<file path="config.mk">
export PLATFORM = sky130hd
export DESIGN_NAME = efuse_macro_seq
export DESIGN_NICKNAME = d
export VERILOG_FILES = /design/src/rtl/efuse_macro_seq.sv
export SDC_FILE = /design/constraint.sdc
export NUM_CORES = 1
export LEC_CHECK = 0
export CORE_ASPECT_RATIO = 0.75
export CORE_MARGIN = 2
export CORE_UTILIZATION = 40
export DETAILED_ROUTE_END_ITERATION = 8
export PLACE_DENSITY = 0.7
export SLEW_MARGIN = 20
export SYNTH_ARGS = -nofsm -noshare
export SYNTH_HDL_FRONTEND = slang
export SYNTH_SLANG_ARGS = --single-unit
</file>
<file path="constraint.sdc">
create_clock -name clk -period 3.2 [get_ports clk]
set_clock_uncertainty 0.05 [all_clocks]
set_input_delay 0.48 -clock clk [delete_from_list [all_inputs] [get_ports clk]]
set_output_delay 0.48 -clock clk [all_outputs]
set_load 0.01 [all_outputs]
</file>
<file path="src/rtl/efuse_macro_seq.sv">
// Pin-level sequencer for a 32x8 eFuse macro: reads NR-bit slices byte by byte and
// programs NW-bit slices one blown bit at a time, with programmable phase timing.
module efuse_macro_seq #(
  parameter int NR = 64,
  parameter int NW = 64
) (
  input  logic                        clk,
  input  logic                        rst_n,
  input  logic                        read_start,
  input  logic [$clog2(256/NR)-1:0]   read_sel,
  output logic                        read_done,
  output logic [NR-1:0]               read_data,
  output logic                        efuse_busy_read,
  input  logic                        write_start,
  input  logic [$clog2(256/NW)-1:0]   write_sel,
  input  logic [NW-1:0]               write_data,
  output logic                        write_done,
  output logic                        efuse_busy_write,
  input  logic [3:0]                  rg_t_setup,
  input  logic [7:0]                  rg_t_rd_strobe,
  input  logic [15:0]                 rg_t_pgm_strobe,
  input  logic [3:0]                  rg_t_hold,
  output logic                        efuse_csb,
  output logic                        efuse_pgenb,
  output logic                        efuse_load,
  output logic                        efuse_strobe,
  output logic [7:0]                  efuse_addr,
  input  logic [7:0]                  efuse_q
);

  localparam int NB  = NR / 8;
  localparam int RSW = $clog2(256/NR);
  localparam int WSW = $clog2(256/NW);
  localparam logic [7:0] NB_LAST = 8'(NB - 1);
  localparam logic [7:0] NW_LAST = 8'(NW - 1);

  localparam logic [2:0] S_IDLE   = 3'd0;
  localparam logic [2:0] S_SCAN   = 3'd1;
  localparam logic [2:0] S_SETUP  = 3'd2;
  localparam logic [2:0] S_STROBE = 3'd3;
  localparam logic [2:0] S_HOLD   = 3'd4;
  localparam logic [2:0] S_NEXT   = 3'd5;
  localparam logic [2:0] S_DONE   = 3'd6;

  logic [2:0]     state_reg, state_next;
  logic           op_wr_reg, op_wr_next;
  logic [RSW-1:0] rsel_reg, rsel_next;
  logic [WSW-1:0] wsel_reg, wsel_next;
  logic [3:0]     ts_reg, ts_next;
  logic [7:0]     tr_reg, tr_next;
  logic [15:0]    tw_reg, tw_next;
  logic [3:0]     th_reg, th_next;
  logic [NW-1:0]  wshift_reg, wshift_next;
  logic [7:0]     idx_reg, idx_next;
  logic [15:0]    timer_reg, timer_load;
  logic [7:0]     addr_reg, addr_calc;
  logic [7:0]     rbyte_reg [NB];
  logic           accept_rd, capture, tdone, pin_active;
  logic           csb_reg, pgenb_reg, load_reg, strobe_reg;
  logic           rd_done_reg, wr_done_reg, busy_rd_reg, busy_wr_reg;

  assign tdone = (timer_reg == 16'd0);

  always_comb begin
    state_next  = state_reg;
    op_wr_next  = op_wr_reg;
    rsel_next   = rsel_reg;
    wsel_next   = wsel_reg;
    ts_next     = ts_reg;
    tr_next     = tr_reg;
    tw_next     = tw_reg;
    th_next     = th_reg;
    wshift_next = wshift_reg;
    idx_next    = idx_reg;
    accept_rd   = 1'b0;
    capture     = 1'b0;
    case (state_reg)
      S_IDLE: begin
        if (read_start || write_start) begin
          ts_next  = rg_t_setup;
          tr_next  = rg_t_rd_strobe;
          tw_next  = rg_t_pgm_strobe;
          th_next  = rg_t_hold;
          idx_next = 8'd0;
        end
        // Read has priority; a coincident write is simply not taken.
        if (read_start) begin
          accept_rd  = 1'b1;
          op_wr_next = 1'b0;
          rsel_next  = read_sel;
          state_next = S_SETUP;
        end else if (write_start) begin
          op_wr_next  = 1'b1;
          wsel_next   = write_sel;
          wshift_next = write_data;
          state_next  = S_SCAN;
        end
      end
      S_SCAN: begin
        if (wshift_reg[0]) begin
          state_next = S_SETUP;
        end else begin
          wshift_next = wshift_reg >> 1;
          if (idx_reg == NW_LAST) state_next = S_DONE;
          else                    idx_next   = idx_reg + 8'd1;
        end
      end
      S_SETUP: begin
        if (tdone) state_next = S_STROBE;
      end
      S_STROBE: begin
        if (tdone) begin
          state_next = S_HOLD;
          capture    = !op_wr_reg;
        end
      end
      S_HOLD: begin
        if (tdone) begin
          if (!op_wr_reg) begin
            state_next = S_NEXT;
          end else begin
            wshift_next = wshift_reg >> 1;
            if (idx_reg == NW_LAST) begin
              state_next = S_DONE;
            end else begin
              idx_next   = idx_reg + 8'd1;
              state_next = S_SCAN;
            end
          end
        end
      end
      S_NEXT: begin
        if (idx_reg == NB_LAST) begin
          state_next = S_DONE;
        end else begin
          idx_next   = idx_reg + 8'd1;
          state_next = S_SETUP;
        end
      end
      S_DONE:  state_next = S_IDLE;
      default: state_next = S_IDLE;
    endcase
  end

  // Each phase counts down from its programmed (length - 1) value.
  always_comb begin
    timer_load = 16'd0;
    case (state_next)
      S_SETUP:  timer_load = {12'd0, ts_next};
      S_STROBE: timer_load = op_wr_next ? tw_next : {8'd0, tr_next};
      S_HOLD:   timer_load = {12'd0, th_next};
      default:  timer_load = 16'd0;
    endcase
  end

  assign addr_calc  = op_wr_next ? (8'(wsel_next) * 8'(NW) + idx_next)
                                 : (8'(rsel_next) * 8'(NB) + idx_next);
  assign pin_active = (state_next == S_SETUP) || (state_next == S_STROBE) ||
                      (state_next == S_HOLD);

  always_ff @(posedge clk or negedge rst_n) begin
    if (!rst_n) begin
      state_reg   <= S_IDLE;
      op_wr_reg   <= 1'b0;
      rsel_reg    <= '0;
      wsel_reg    <= '0;
      ts_reg      <= 4'd0;
      tr_reg      <= 8'd0;
      tw_reg      <= 16'd0;
      th_reg      <= 4'd0;
      wshift_reg  <= '0;
      idx_reg     <= 8'd0;
      timer_reg   <= 16'd0;
      addr_reg    <= 8'd0;
      csb_reg     <= 1'b1;
      pgenb_reg   <= 1'b1;
      load_reg    <= 1'b1;
      strobe_reg  <= 1'b0;
      rd_done_reg <= 1'b0;
      wr_done_reg <= 1'b0;
      busy_rd_reg <= 1'b0;
      busy_wr_reg <= 1'b0;
    end else begin
      state_reg  <= state_next;
      op_wr_reg  <= op_wr_next;
      rsel_reg   <= rsel_next;
      wsel_reg   <= wsel_next;
      ts_reg     <= ts_next;
      tr_reg     <= tr_next;
      tw_reg     <= tw_next;
      th_reg     <= th_next;
      wshift_reg <= wshift_next;
      idx_reg    <= idx_next;
      if (state_next != state_reg) timer_reg <= timer_load;
      else if (!tdone)             timer_reg <= timer_reg - 16'd1;
      if (state_next == S_SETUP && state_reg != S_SETUP) addr_reg <= addr_calc;
      // Pins are decoded from the next state so they line up with the state register.
      csb_reg     <= !pin_active;
      pgenb_reg   <= !(pin_active && op_wr_next);
      load_reg    <= !(pin_active && op_wr_next);
      strobe_reg  <= (state_next == S_STROBE);
      rd_done_reg <= (state_next == S_DONE) && !op_wr_next;
      wr_done_reg <= (state_next == S_DONE) && op_wr_next;
      busy_rd_reg <= (state_next != S_IDLE) && !op_wr_next;
      busy_wr_reg <= (state_next != S_IDLE) && op_wr_next;
    end
  end

  always_ff @(posedge clk or negedge rst_n) begin
    if (!rst_n) begin
      for (int i = 0; i < NB; i++) rbyte_reg[i] <= 8'd0;
    end else begin
      for (int i = 0; i < NB; i++) begin
        if (accept_rd)                           rbyte_reg[i] <= 8'd0;
        else if (capture && idx_reg == 8'(i))    rbyte_reg[i] <= efuse_q;
      end
    end
  end

  genvar gi;
  generate
    for (gi = 0; gi < NB; gi++) begin : g_rd_byte
      assign read_data[8*gi +: 8] = rbyte_reg[gi];
    end
  endgenerate

  assign efuse_csb        = csb_reg;
  assign efuse_pgenb      = pgenb_reg;
  assign efuse_load       = load_reg;
  assign efuse_strobe     = strobe_reg;
  assign efuse_addr       = addr_reg;
  assign read_done        = rd_done_reg;
  assign write_done       = wr_done_reg;
  assign efuse_busy_read  = busy_rd_reg;
  assign efuse_busy_write = busy_wr_reg;

endmodule

</file>
; Word-level counts from Yosys, hierarchy flattened
; Cells that the tools add are included.
[word_totals]
wordCells = 158
out_inout_bits = 80
in_bits = 112
regBits = 207
[op_classes]
addsub = 4
eq_ne = 25
n_reduce_logical = 36
muxes = 65
[ops]
columns = op, count
row1 = 64-bit two-way mux, 5
row2 = 8-bit two-way mux, 25
row3 = 64-bit case mux with 3 select lines, 1
row4 = 16-bit two-way mux, 5
row5 = 16-bit case mux with 3 select lines, 1
row6 = "8-bit by 3-bit equality test with 1-bit output, second input constant", 4
row7 = 8-bit case mux with 4 select lines, 1
row8 = 3-bit two-way mux, 10
row9 = 3-bit case mux with 6 select lines, 1
row10 = "8-bit by 2-bit equality test with 1-bit output, second input constant", 2
row11 = 16-bit zero test, 1
row12 = 4-bit two-way mux, 4
row13 = 2-bit nonzero test, 8
row14 = "16-bit by 1-bit subtractor with 16-bit output, second input constant", 1
row15 = 1-bit logical AND, 14
row16 = "3-bit by 2-bit equality test with 1-bit output, second input constant", 4
row17 = "3-bit equality test, second input constant", 4
row18 = 2-bit two-way mux, 5
row19 = "2-bit != test, second input constant", 5
row20 = 5-bit by 8-bit adder with 8-bit output, 1
row21 = "8-bit by 1-bit adder with 8-bit output, second input constant", 1
row22 = 8-bit adder, 1
row23 = "8-bit by 1-bit equality test with 1-bit output, second input constant", 1
row24 = "8-bit by 6-bit equality test with 1-bit output, second input constant", 1
row25 = 12 further kinds, 24

; Logic depth before layout (Yosys ltp)
; Gate-level depths: netlist of the first run.
[depth]
depth_word = 10
mapped_depth = 14
ltp_nobuf = 14

; Least setup slack after synthesis of the first run
; OpenSTA, ideal clock, no wires.
[synth_path]
path_type = flip-flop to flip-flop
from = reg timer_reg[0]
to = reg addr_reg[4] (netlist: efuse_addr[4])
t_required_ns = 3.025
t_arrival_ns = 2.896
path_stages_with_launch = 12
n_path_buf = 0
synth_period_minus_slack_ns = 3.071
path_slack_ns = 0.129
setup_time_ns = 0.125
cell_sequence = dfrtp_1 -> inv_1 -> ha_1 -> nor4bb_1 -> nand4_1 -> o211ai_2 -> a41oi_1 -> a41oi_1 -> ha_1 -> fa_1 -> mux2_2 -> mux2_4
[synth_between]
elab_chain_cells = 5
elab_cells_between_ends = 12
cone_classes = 2 x add/sub / 1 x eq/ne / 7 x mux / 2 x reduce/logical
[synth_rtl]
columns = item, line
row1 = start: declaration, 55  ; logic [15:0] timer_reg, timer_load;
row2 = start signal: assignment, 194  ; if (state_next != state_reg) timer_reg <= timer_load;
row3 = start signal: assignment, 195  ; else if (!tdone) timer_reg <= timer_reg - 16'd1;
row4 = 16-bit zero test *, 62  ; assign tdone = (timer_reg == 16'd0);
row5 = 8-bit two-way mux *, 118  ; if (tdone) begin
row6 = 8-bit case mux with 4 select lines *, 77  ; case (state_reg)
row7 = via idx_next[3], 54  ; logic [7:0] idx_reg, idx_next;
row8 = 5-bit by 8-bit adder with 8-bit output / 8-bit adder (equally long branches), "157, 156"
row9 = 8-bit two-way mux *, 156  ; assign addr_calc = op_wr_next ? (8'(wsel_next) * 8'(NW) + idx_next)
row10 = end signal: assignment, 196  ; if (state_next == S_SETUP && state_reg != S_SETUP) addr_reg <= addr_calc;
row11 = end: declaration, 56  ; logic [7:0] addr_reg, addr_calc;
; Mark *: on every way through the listed nets, which the timed path passes. The rest lies on a longest branch.
; A chain may end at the register's enable or synchronous reset.

; Final worst setup path of the first run
; Same ends and word-level chain as after synthesis.

==> results.yml, run 1 <==
power_and_ir_drop:
  power_density_nw_per_um2: 435
  leakage_nw: 6.19
  ir_drop_mv: 0.288
  p_comb_share_pct: 6.7
  p_clk_share_pct: 45.7
  p_seq_share_pct: 47.6
  switching_share_pct: 21.9
  p_switching_mw: 1.23
  p_int_mw: 4.40
  finalPower_mw: 5.64
setup_path:
  worst_ep_arrival_time_ns: 3.42
  startpoint_type: "register"
  required_ns: 3.54
  worstSetupEndpointType: "register"
  crit_type: "register to register"
  path_max_fanout: 3
routing:
  avgViaCountPerCell: 5.28
  drc: 0
  via_count: 7835
  drt_iter0_drc: 554
  wl_um: 26000
  drtAntennaViolNets: 0
  avgRoutedWirePerCell_um: 17.5
  drtPass1Iterations: 5
logic_synthesis:
  synth_edf_count: 0
  synth_cell_types: 69
  synth_nets: 1081
  synth.area.top_cells: "dfrtp_1 53%, mux2i_1 5.9%, a21oi_1 5.7%"
  synth-seq-area-share_pct: 53.2
  ys_seq_elements: 207
  synth_area_leader_cell: "dfrtp_1"
  async_flop_share_pct: 100
  synthFlopType: "dfrtp_1"
  avgSynthCellArea_um2: 10.1
  synthesis.area_um2: 9740
  post-synth-top-area-fraction_pct: 52.7
  netlist_instances: 960
  yosys_warnings: 0
finish:
  finalCoreUtilization_pct: 54.2
  fin_cells: 1484
  fin_nets: 1283
  final_area_um2: 13000
  area_growth_pct: 33.1
  n_antenna_cell: 0
  num-fill-cells: 2090
  drive_above_1_share_pct: 13.2
die:
  die_x_um: 184
  start_util_pct: 40.7
  rows: 49
  ioPinCount: 192
  coreArea_um2: 23900
  dieHeight_um: 139
  dieArea_um2: 25600
cts:
  cts_tree: "built"
  clock_path_buffers: 3
  clk_latency_ns: 0.50
  cts_root_buf: "clkbuf_16"
  cts.sinks: 207
  cts_buffers: 23
  cts.clk_slew.worst_paths_ns: 0.06
  htree_levels: 1
placement:
  dp.cells: 1442
  portBuffers: 191
  hpwlAfterDp_um: 18100
  gp_congestion: 0.913
  postPlaceCellArea_um2: 12200
grt:
  grt_use_total_pct: 20.2
  grt.overflow.total: 0
  grt_max_degree: 84
  grt_pass1_vias: 7564
  antenna_found_initial: 1
  grt_pass1_wl_um: 41400
timing:
  whs_ns: 0.433
  rsz0062_at_grt: "true"
  setup_viol: 0
  fin_crit_ns: 3.08
  worst_pin_slew_ns: 1.10
  timing.fmax_mhz: 324
  finalHoldViolations: 0
  relSlewSlack_pct: 26.0
  slew_viol_final: 0
  period_share_pct: 96.4
job:
  drv_cap: 0
worst_hold_path:
  min_path_type: "register to register"
run_status:
  status: "finished, final reports clean"
[logic make-up (layout without fill, tap and decap cells)]
kind of cell             count (synthesis)  after routing  synth area share (%)
XOR/XNOR                                18             18                  1.62
multiplexers                            93             93                  10.2
AND/OR/NAND/NOR                        324            324                  15.6
adder cells (fa/ha/maj)                  9              9                  1.23
flip-flops                             207            207                  53.2
AO/OA/AOI/OAI                          221            221                  14.2
buffers and inverters                   88            306                  3.95
[synthesized netlist by cell type, types with 3 or more instances]
library cell and number:
dfrtp_1 205, nor2_1 139, a21oi_1 110, nand2_1 104, a22oi_1 63, mux2i_1 57, clkbuf_1 41, mux2_2 31
inv_1 20, buf_2 17, o21ai_0 14, or3_1 12, nand3_1 11, nor3_1 10, xnor2_1 10, ha_1 8
xor2_1 8, and2_1 7, nand2b_1 5, a31oi_1 4, buf_4 4, mux2_4 4, nor4_1 4, a211oi_1 3
a41oi_1 3, nand4_1 3, nor4_4 3, o221ai_1 3
[what timing repair did]
item | 4_1_cts | 5_1_grt
hold endpoints to repair | 1 | 0
setup endpoints to repair | 2 | 15
hold buffers | 1 | 0
buffers inserted | 0 | 0
pin swaps | 0 | 4
gates resized for setup | 4 | 1
[placed cells by master (no fill, tap or decap), types with 11 or more instances in the layout]
cell / n
nor2_1: 138
a22oi_1: 63
inv_1: 20
mux2i_1: 57
clkdlybuf4s50_1: 190
a21oi_1: 110
mux2_2: 31
or3_1: 12
buf_4: 47
clkbuf_16: 23
dfrtp_1: 205
nand2_1: 104
nand3_1: 11
o21ai_0: 13
[per-stage QoR]
stage               setup slack (ns)  TNS [ns]
floorplan                      0.129         0
global placement            -0.00739  -0.00739
detailed placement            -0.134    -0.142
CTS                           0.0181         0
global route                 -0.0323    -0.129
finish                         0.117         0
[worst paths after layout]
kind                                          start                         end  slack (ns)  cells past startpoint
min in group asynchronous                     rst_n  wshift_reg[60]$_DFFE_PN0P_        0.54                      2
min reg2reg                     ts_reg[3]$_DFF_PN0_         ts_reg[3]$_DFF_PN0_        0.43                      2
max in group asynchronous                     rst_n  wshift_reg[18]$_DFFE_PN0P_        1.73                      3
max reg2reg                timer_reg[0]$_DFFE_PN0P_   efuse_addr[4]$_DFFE_PN0P_        0.12                     11
min                             ts_reg[3]$_DFF_PN0_         ts_reg[3]$_DFF_PN0_        0.43                      2
max                        timer_reg[0]$_DFFE_PN0P_   efuse_addr[4]$_DFFE_PN0P_        0.12                     11
[final cells by class]
cell class,count,area (um2),area share (%)
clock inverters,6,63.8,0.492
repair buffers,243,2360,18.2
clock buffers,35,671,5.17
multi-input cells,665,4220,32.6
flip-flops and latches,207,5180,40.0
well taps,306,383,2.95
inverters,22,82.6,0.637
[power by group through the flow]
stage          combinational, mW  clock [mW]  sequential [mW]
2_1_floorplan             0.0516           0             2.75
3_3_place_gp               0.375           0             2.73
3_5_place_dp               0.379           0             2.73
4_1_cts                    0.382        2.66             2.68
5_1_grt                    0.409        2.78             2.69
6_report                   0.376        2.58             2.68
[routing by layer]
metal | vias to the layer above | routed length [um] | GRT usage (%)
met5 | - | 0 | 0
met2 | 259 | 10900 | 29.3
met4 | 0 | 373 | 3.07
met1 | 3799 | 12600 | 30.8
met3 | 29 | 2130 | 5.09
li1 | 3748 | - | -
[worst max-delay path, stage by stage, from the launching register on]
cell,delay (ns)
dfrtp_1,0.38
inv_1,0.06
ha_1,0.20
nor4bb_4,0.26
nand4_1,0.22
o211ai_2,0.24
a41oi_1,0.16
a41oi_2,0.22
ha_2,0.23
fa_1,0.41
mux2_2,0.27
mux2_4,0.25
Power figures use the tool's default switching activity.
==> inputs of run 2 (changes only) <==
--- a/config.mk
+++ b/config.mk
@@ -5,7 +5,7 @@
 export SDC_FILE = /design/constraint.sdc
 export NUM_CORES = 1
 export LEC_CHECK = 0
-export CORE_ASPECT_RATIO = 0.75
+export CORE_ASPECT_RATIO = 1.1
 export CORE_MARGIN = 2
 export CORE_UTILIZATION = 40
 export DETAILED_ROUTE_END_ITERATION = 8
==> results.yml, run 2 (same netlist as run 1, synthesis figures left out) <==
routing:
  drtPass1Iterations: 5
  wl_um: 24800
  drtAntennaViolNets: 0
  via_count: 7723
  avgViaCountPerCell: 5.23
  drt_iter0_drc: 350
  avgRoutedWirePerCell_um: 16.8
  drc: 0
die:
  ioPinCount: 192
  die_x_um: 153
  dieHeight_um: 168
  dieArea_um2: 25600
  coreArea_um2: 23800
  start_util_pct: 41.0
  rows: 59
worst_hold_path:
  min-delay-start: "th_reg[0]$_DFF_PN0_"
  hold_depth: 2
  whs_endpoint: "th_reg[0]$_DFF_PN0_"
  min_path_type: "register to register"
cts:
  cts_root_buf: "clkbuf_16"
  cts_buffers: 23
  cts_setup_buffers: 0
  clock_path_buffers: 3
  cts_tree: "built"
  cts.clk_slew.worst_paths_ns: 0.06
  cts.sinks: 207
  clk_latency_ns: 0.51
  htree_levels: 1
setup_path:
  r2r_end: "read_data[58]$_DFFE_PN0P_"
  required_ns: 3.51
  r2r_start: "timer_reg[0]$_DFFE_PN0P_"
  path_max_fanout: 8
  rr_worst_depth: 12
  worst_ep_arrival_time_ns: 3.38
  crit_type: "register to register"
  r2r_setup_slack_ns: 0.13
  worstSetupEndpointType: "register"
  startpoint_type: "register"
timing:
  period_share_pct: 96.0
  slew_viol_final: 0
  worst_pin_slew_ns: 0.907
  fin_setup_tns_ns: 0
  setup_viol: 0
  finalHoldViolations: 0
  rsz0062_at_grt: "true"
  fin_crit_ns: 3.07
  timing.fmax_mhz: 326
  relSlewSlack_pct: 39.0
  whs_ns: 0.433
finish:
  multiInputGateArea_um2: 4220
  fin_nets: 1276
  area_growth_pct: 32.1
  seqCellArea_um2: 5180
  num-fill-cells: 2121
  final_common_cell: "dfrtp_1"
  final_area_um2: 12900
  drive_above_1_share_pct: 12.3
  fin_cells: 1476
  mostFrequentLayoutCells: "205 x dfrtp_1, 190 x clkdlybuf4s50_1, 138 x nor2_1, 110 x a21oi_1, 104 x nand2_1"
  n_antenna_cell: 0
placement:
  hpwlAfterDp_um: 17300
  dp.cells: 1434
  portBuffers: 191
  postPlaceCellArea_um2: 12100
  gp_congestion: 0.846
grt:
  antenna_found_initial: 0
  grt_use_total_pct: 19.0
  grt_pass1_vias: 7835
  grt_max_degree: 127
  grt.overflow.total: 0
  grt_pass1_wl_um: 40500
run_status:
  status: "finished, final reports clean"
power_and_ir_drop:
  power_density_nw_per_um2: 434
  p_seq_share_pct: 48.1
  finalPower_mw: 5.58
  ir_drop_mv: 0.316
  p_switching_mw: 1.22
  p_int_mw: 4.36
  leakage_nw: 6.14
  p_clk_share_pct: 45.2
  switching_share_pct: 21.8
  p_comb_share_pct: 6.7
job:
  drv_cap: 0
[run 2: power groups by stage]
stage,clock (mW),sequential [mW],combinational [mW]
after detailed placement,0,2.73,0.378
after global placement,0,2.73,0.375
final,2.52,2.69,0.371
after global routing,2.70,2.69,0.404
after CTS,2.60,2.69,0.380
after floorplan,0,2.75,0.0516
[run 2: layout make-up]
cell class / instances / share of cell area [%]
tap: 305 / 2.97
sequential: 207 / 40.3
inverter: 22 / 0.642
multi-input combinational: 665 / 32.8
timing repair buffer: 236 / 17.8
clock inverter: 4 / 0.399
clock buffer: 37 / 5.12
[run 2: repair_timing]
action	in CTS	in global routing
endpoints found under the setup margin	0	37
hold endpoints to repair	18	0
gates resized for setup	0	4
hold buffers	1	0
[run 2: worst max-delay path, cell delays in order, from the launching register on]
cell and delay, ns:
dfrtp_1 0.37, inv_1 0.06, ha_1 0.15, buf_4 0.11
nor3b_2 0.16, buf_4 0.16, nand4_1 0.18, nor3_1 0.43
nand3_1 0.20, nor2_1 0.31, nand2_1 0.40, mux2i_1 0.26
nor2_1 0.06
[run 2: worst max-delay path by stage]
stage                                  start                         to  slack, ns  cells past startpoint
finish              timer_reg[0]$_DFFE_PN0P_  read_data[58]$_DFFE_PN0P_       0.13                     12
global route        timer_reg[0]$_DFFE_PN0P_  read_data[56]$_DFFE_PN0P_      -0.11                     12
floorplan           timer_reg[0]$_DFFE_PN0P_  efuse_addr[4]$_DFFE_PN0P_       0.13                     11
detailed placement                read_start  efuse_addr[4]$_DFFE_PN0P_      -0.12                     11
CTS                 timer_reg[1]$_DFFE_PN0P_  efuse_addr[4]$_DFFE_PN0P_       0.04                     11
global placement                  read_start  efuse_addr[4]$_DFFE_PN0P_      -0.07                     11
[run 2: layer usage]
metal / routed length (um) / GRT usage [%] / vias up / part of all wire [%]
met1: 10600 / 24.8 / 3757 / 43
li1: - / - / 3737 / -
met3: 1470 / 4.17 / 43 / 5.9
met5: 0 / 0 / - / 0
met2: 12200 / 32.5 / 186 / 49
met4: 488 / 4.35 / 0 / 2.0
[run 2: stage by stage]
stage | util (%) | worst slack, ns
finish | 54.1 | 0.129
global route | 54.1 | -0.115
CTS | 54.0 | 0.0412
detailed placement | 51.0 | -0.122
global placement | 51.0 | -0.0676
floorplan | - | 0.129
==> inputs of run 3 (changes only) <==
--- a/config.mk
+++ b/config.mk
@@ -10,6 +10,7 @@
 export CORE_UTILIZATION = 40
 export DETAILED_ROUTE_END_ITERATION = 8
 export PLACE_DENSITY = 0.7
+export SETUP_SLACK_MARGIN = 0.02
 export SLEW_MARGIN = 20
 export SYNTH_ARGS = -nofsm -noshare
 export SYNTH_HDL_FRONTEND = slang
==> results.yml, run 3 (same netlist as run 1, synthesis figures left out) <==
run_status:
  status: "finished, final reports clean"
timing:
  fin_setup_tns_ns: 0
  fin_crit_ns: 3.07
  rsz0062_at_grt: "true"
  finalHoldViolations: 0
  whs_ns: 0.433
  slew_viol_final: 0
  timing.fmax_mhz: 325
  relSlewSlack_pct: 38.9
  worst_pin_slew_ns: 0.909
  setup_viol: 0
  post-route-worst-setup-slack_ns: 0.127
  period_share_pct: 96.0
finish:
  fin_cells: 1476
  final_common_cell: "dfrtp_1"
  num-fill-cells: 2119
  fin_nets: 1276
  finalCoreUtilization_pct: 54.2
  drive_above_1_share_pct: 12.5
  area_growth_pct: 32.2
  final_area_um2: 12900
  n_antenna_cell: 0
  mostFrequentLayoutCells: "205 x dfrtp_1, 190 x clkdlybuf4s50_1, 138 x nor2_1, 110 x a21oi_1, 104 x nand2_1"
placement:
  dp.cells: 1434
  gp_congestion: 0.846
  hpwlAfterDp_um: 17300
  dp_slack_ns: -0.122
  postPlaceCellArea_um2: 12100
  portBuffers: 191
setup_path:
  required_ns: 3.51
  worst_ep_arrival_time_ns: 3.39
  critPathBufInv: 3
  cp_top_family: "simple AND/OR/NAND/NOR gates"
  path_max_fanout: 8
  rr_worst_depth: 12
  worstSetupEndpointType: "register"
  startpoint_type: "register"
  crit_slowest_cell: "nor3_1"
  crit_type: "register to register"
  slowest_delay_ns: 0.43
  crit_cells: 12
  r2r_setup_slack_ns: 0.13
  crit_chain: "inv_1 > ha_1 > buf_4 > nor3b_2 > buf_4 > nand4_1 > nor3_1 > nand3_1 > nor2_1 > nand2_1 > mux2i_1 > nor2_1"
job:
  drv_cap: 0
routing:
  drtPass1Iterations: 4
  drc: 0
  drtAntennaViolNets: 0
  avgViaCountPerCell: 5.25
  drt_iter0_drc: 360
  avgRoutedWirePerCell_um: 16.8
  wl_um: 24900
  via_count: 7755
grt:
  grt.overflow.total: 0
  antenna_found_initial: 0
  grt_use_total_pct: 19.0
  grt_max_degree: 127
  grt_pass1_wl_um: 40500
  grt_pass1_vias: 7835
worst_hold_path:
  min_path_type: "register to register"
  hold_depth: 2
cts:
  clk_latency_ns: 0.51
  cts_root_buf: "clkbuf_16"
  cts_buffers: 23
  clock_path_buffers: 3
  htree_levels: 1
  cts.clk_slew.worst_paths_ns: 0.06
  cts_tree: "built"
  cts.sinks: 207
die:
  start_util_pct: 41.0
  die_x_um: 153
  rows: 59
  ioPinCount: 192
  dieHeight_um: 168
  coreArea_um2: 23800
  dieArea_um2: 25600
power_and_ir_drop:
  ir_drop_mv: 0.316
  leakage_nw: 6.14
  finalPower_mw: 5.58
  power_density_nw_per_um2: 433
[run 3: what timing repair did]
action	4_1_cts	5_1_grt
endpoints found under the hold margin	18	0
setup endpoints to repair	0	38
hold buffers	1	0
resized for setup	0	6
buffers inserted	0	0
[run 3: worst paths after layout]
kind,from,end
max,timer_reg[1]$_DFFE_PN0P_,read_data[58]$_DFFE_PN0P_
min,th_reg[0]$_DFF_PN0_,th_reg[0]$_DFF_PN0_
max reg2reg,timer_reg[1]$_DFFE_PN0P_,read_data[58]$_DFFE_PN0P_
min reg2reg,th_reg[0]$_DFF_PN0_,th_reg[0]$_DFF_PN0_
max in group asynchronous,rst_n,read_data[33]$_DFFE_PN0P_
min in group asynchronous,rst_n,efuse_busy_read$_DFF_PN0_
[run 3: layout make-up]
cell class | instances | area (um2) | area share [%]
clock inverters | 4 | 51.3 | 0.398
well taps | 305 | 382 | 2.96
repair buffers | 236 | 2290 | 17.8
clock buffers | 37 | 658 | 5.11
flip-flops and latches | 207 | 5180 | 40.3
multi-input cells | 665 | 4220 | 32.8
inverters | 22 | 82.6 | 0.641
[run 3: where the power goes]
part           total [mW]  switching [mW]  internal [mW]  leakage [nW]
clock network        2.52            1.04           1.48         0.341
logic               0.371           0.153          0.218          3.05
registers            2.69          0.0254           2.66          2.75
total                5.58            1.22           4.36          6.14
[run 3: worst min-delay path: cells and delay by family (launching register included)]
kind                   cells  cell delay (ns)
buffers and inverters      1             0.05
flip-flops                 1             0.32
multiplexers               1             0.08
[run 3: per-layer routing]
| metal | routed length, um | GRT usage, % |
|---|---|---|
| met5 | 0 | 0 |
| met4 | 489 | 4.35 |
| met3 | 1430 | 4.17 |
| met2 | 12200 | 32.5 |
| met1 | 10700 | 24.8 |
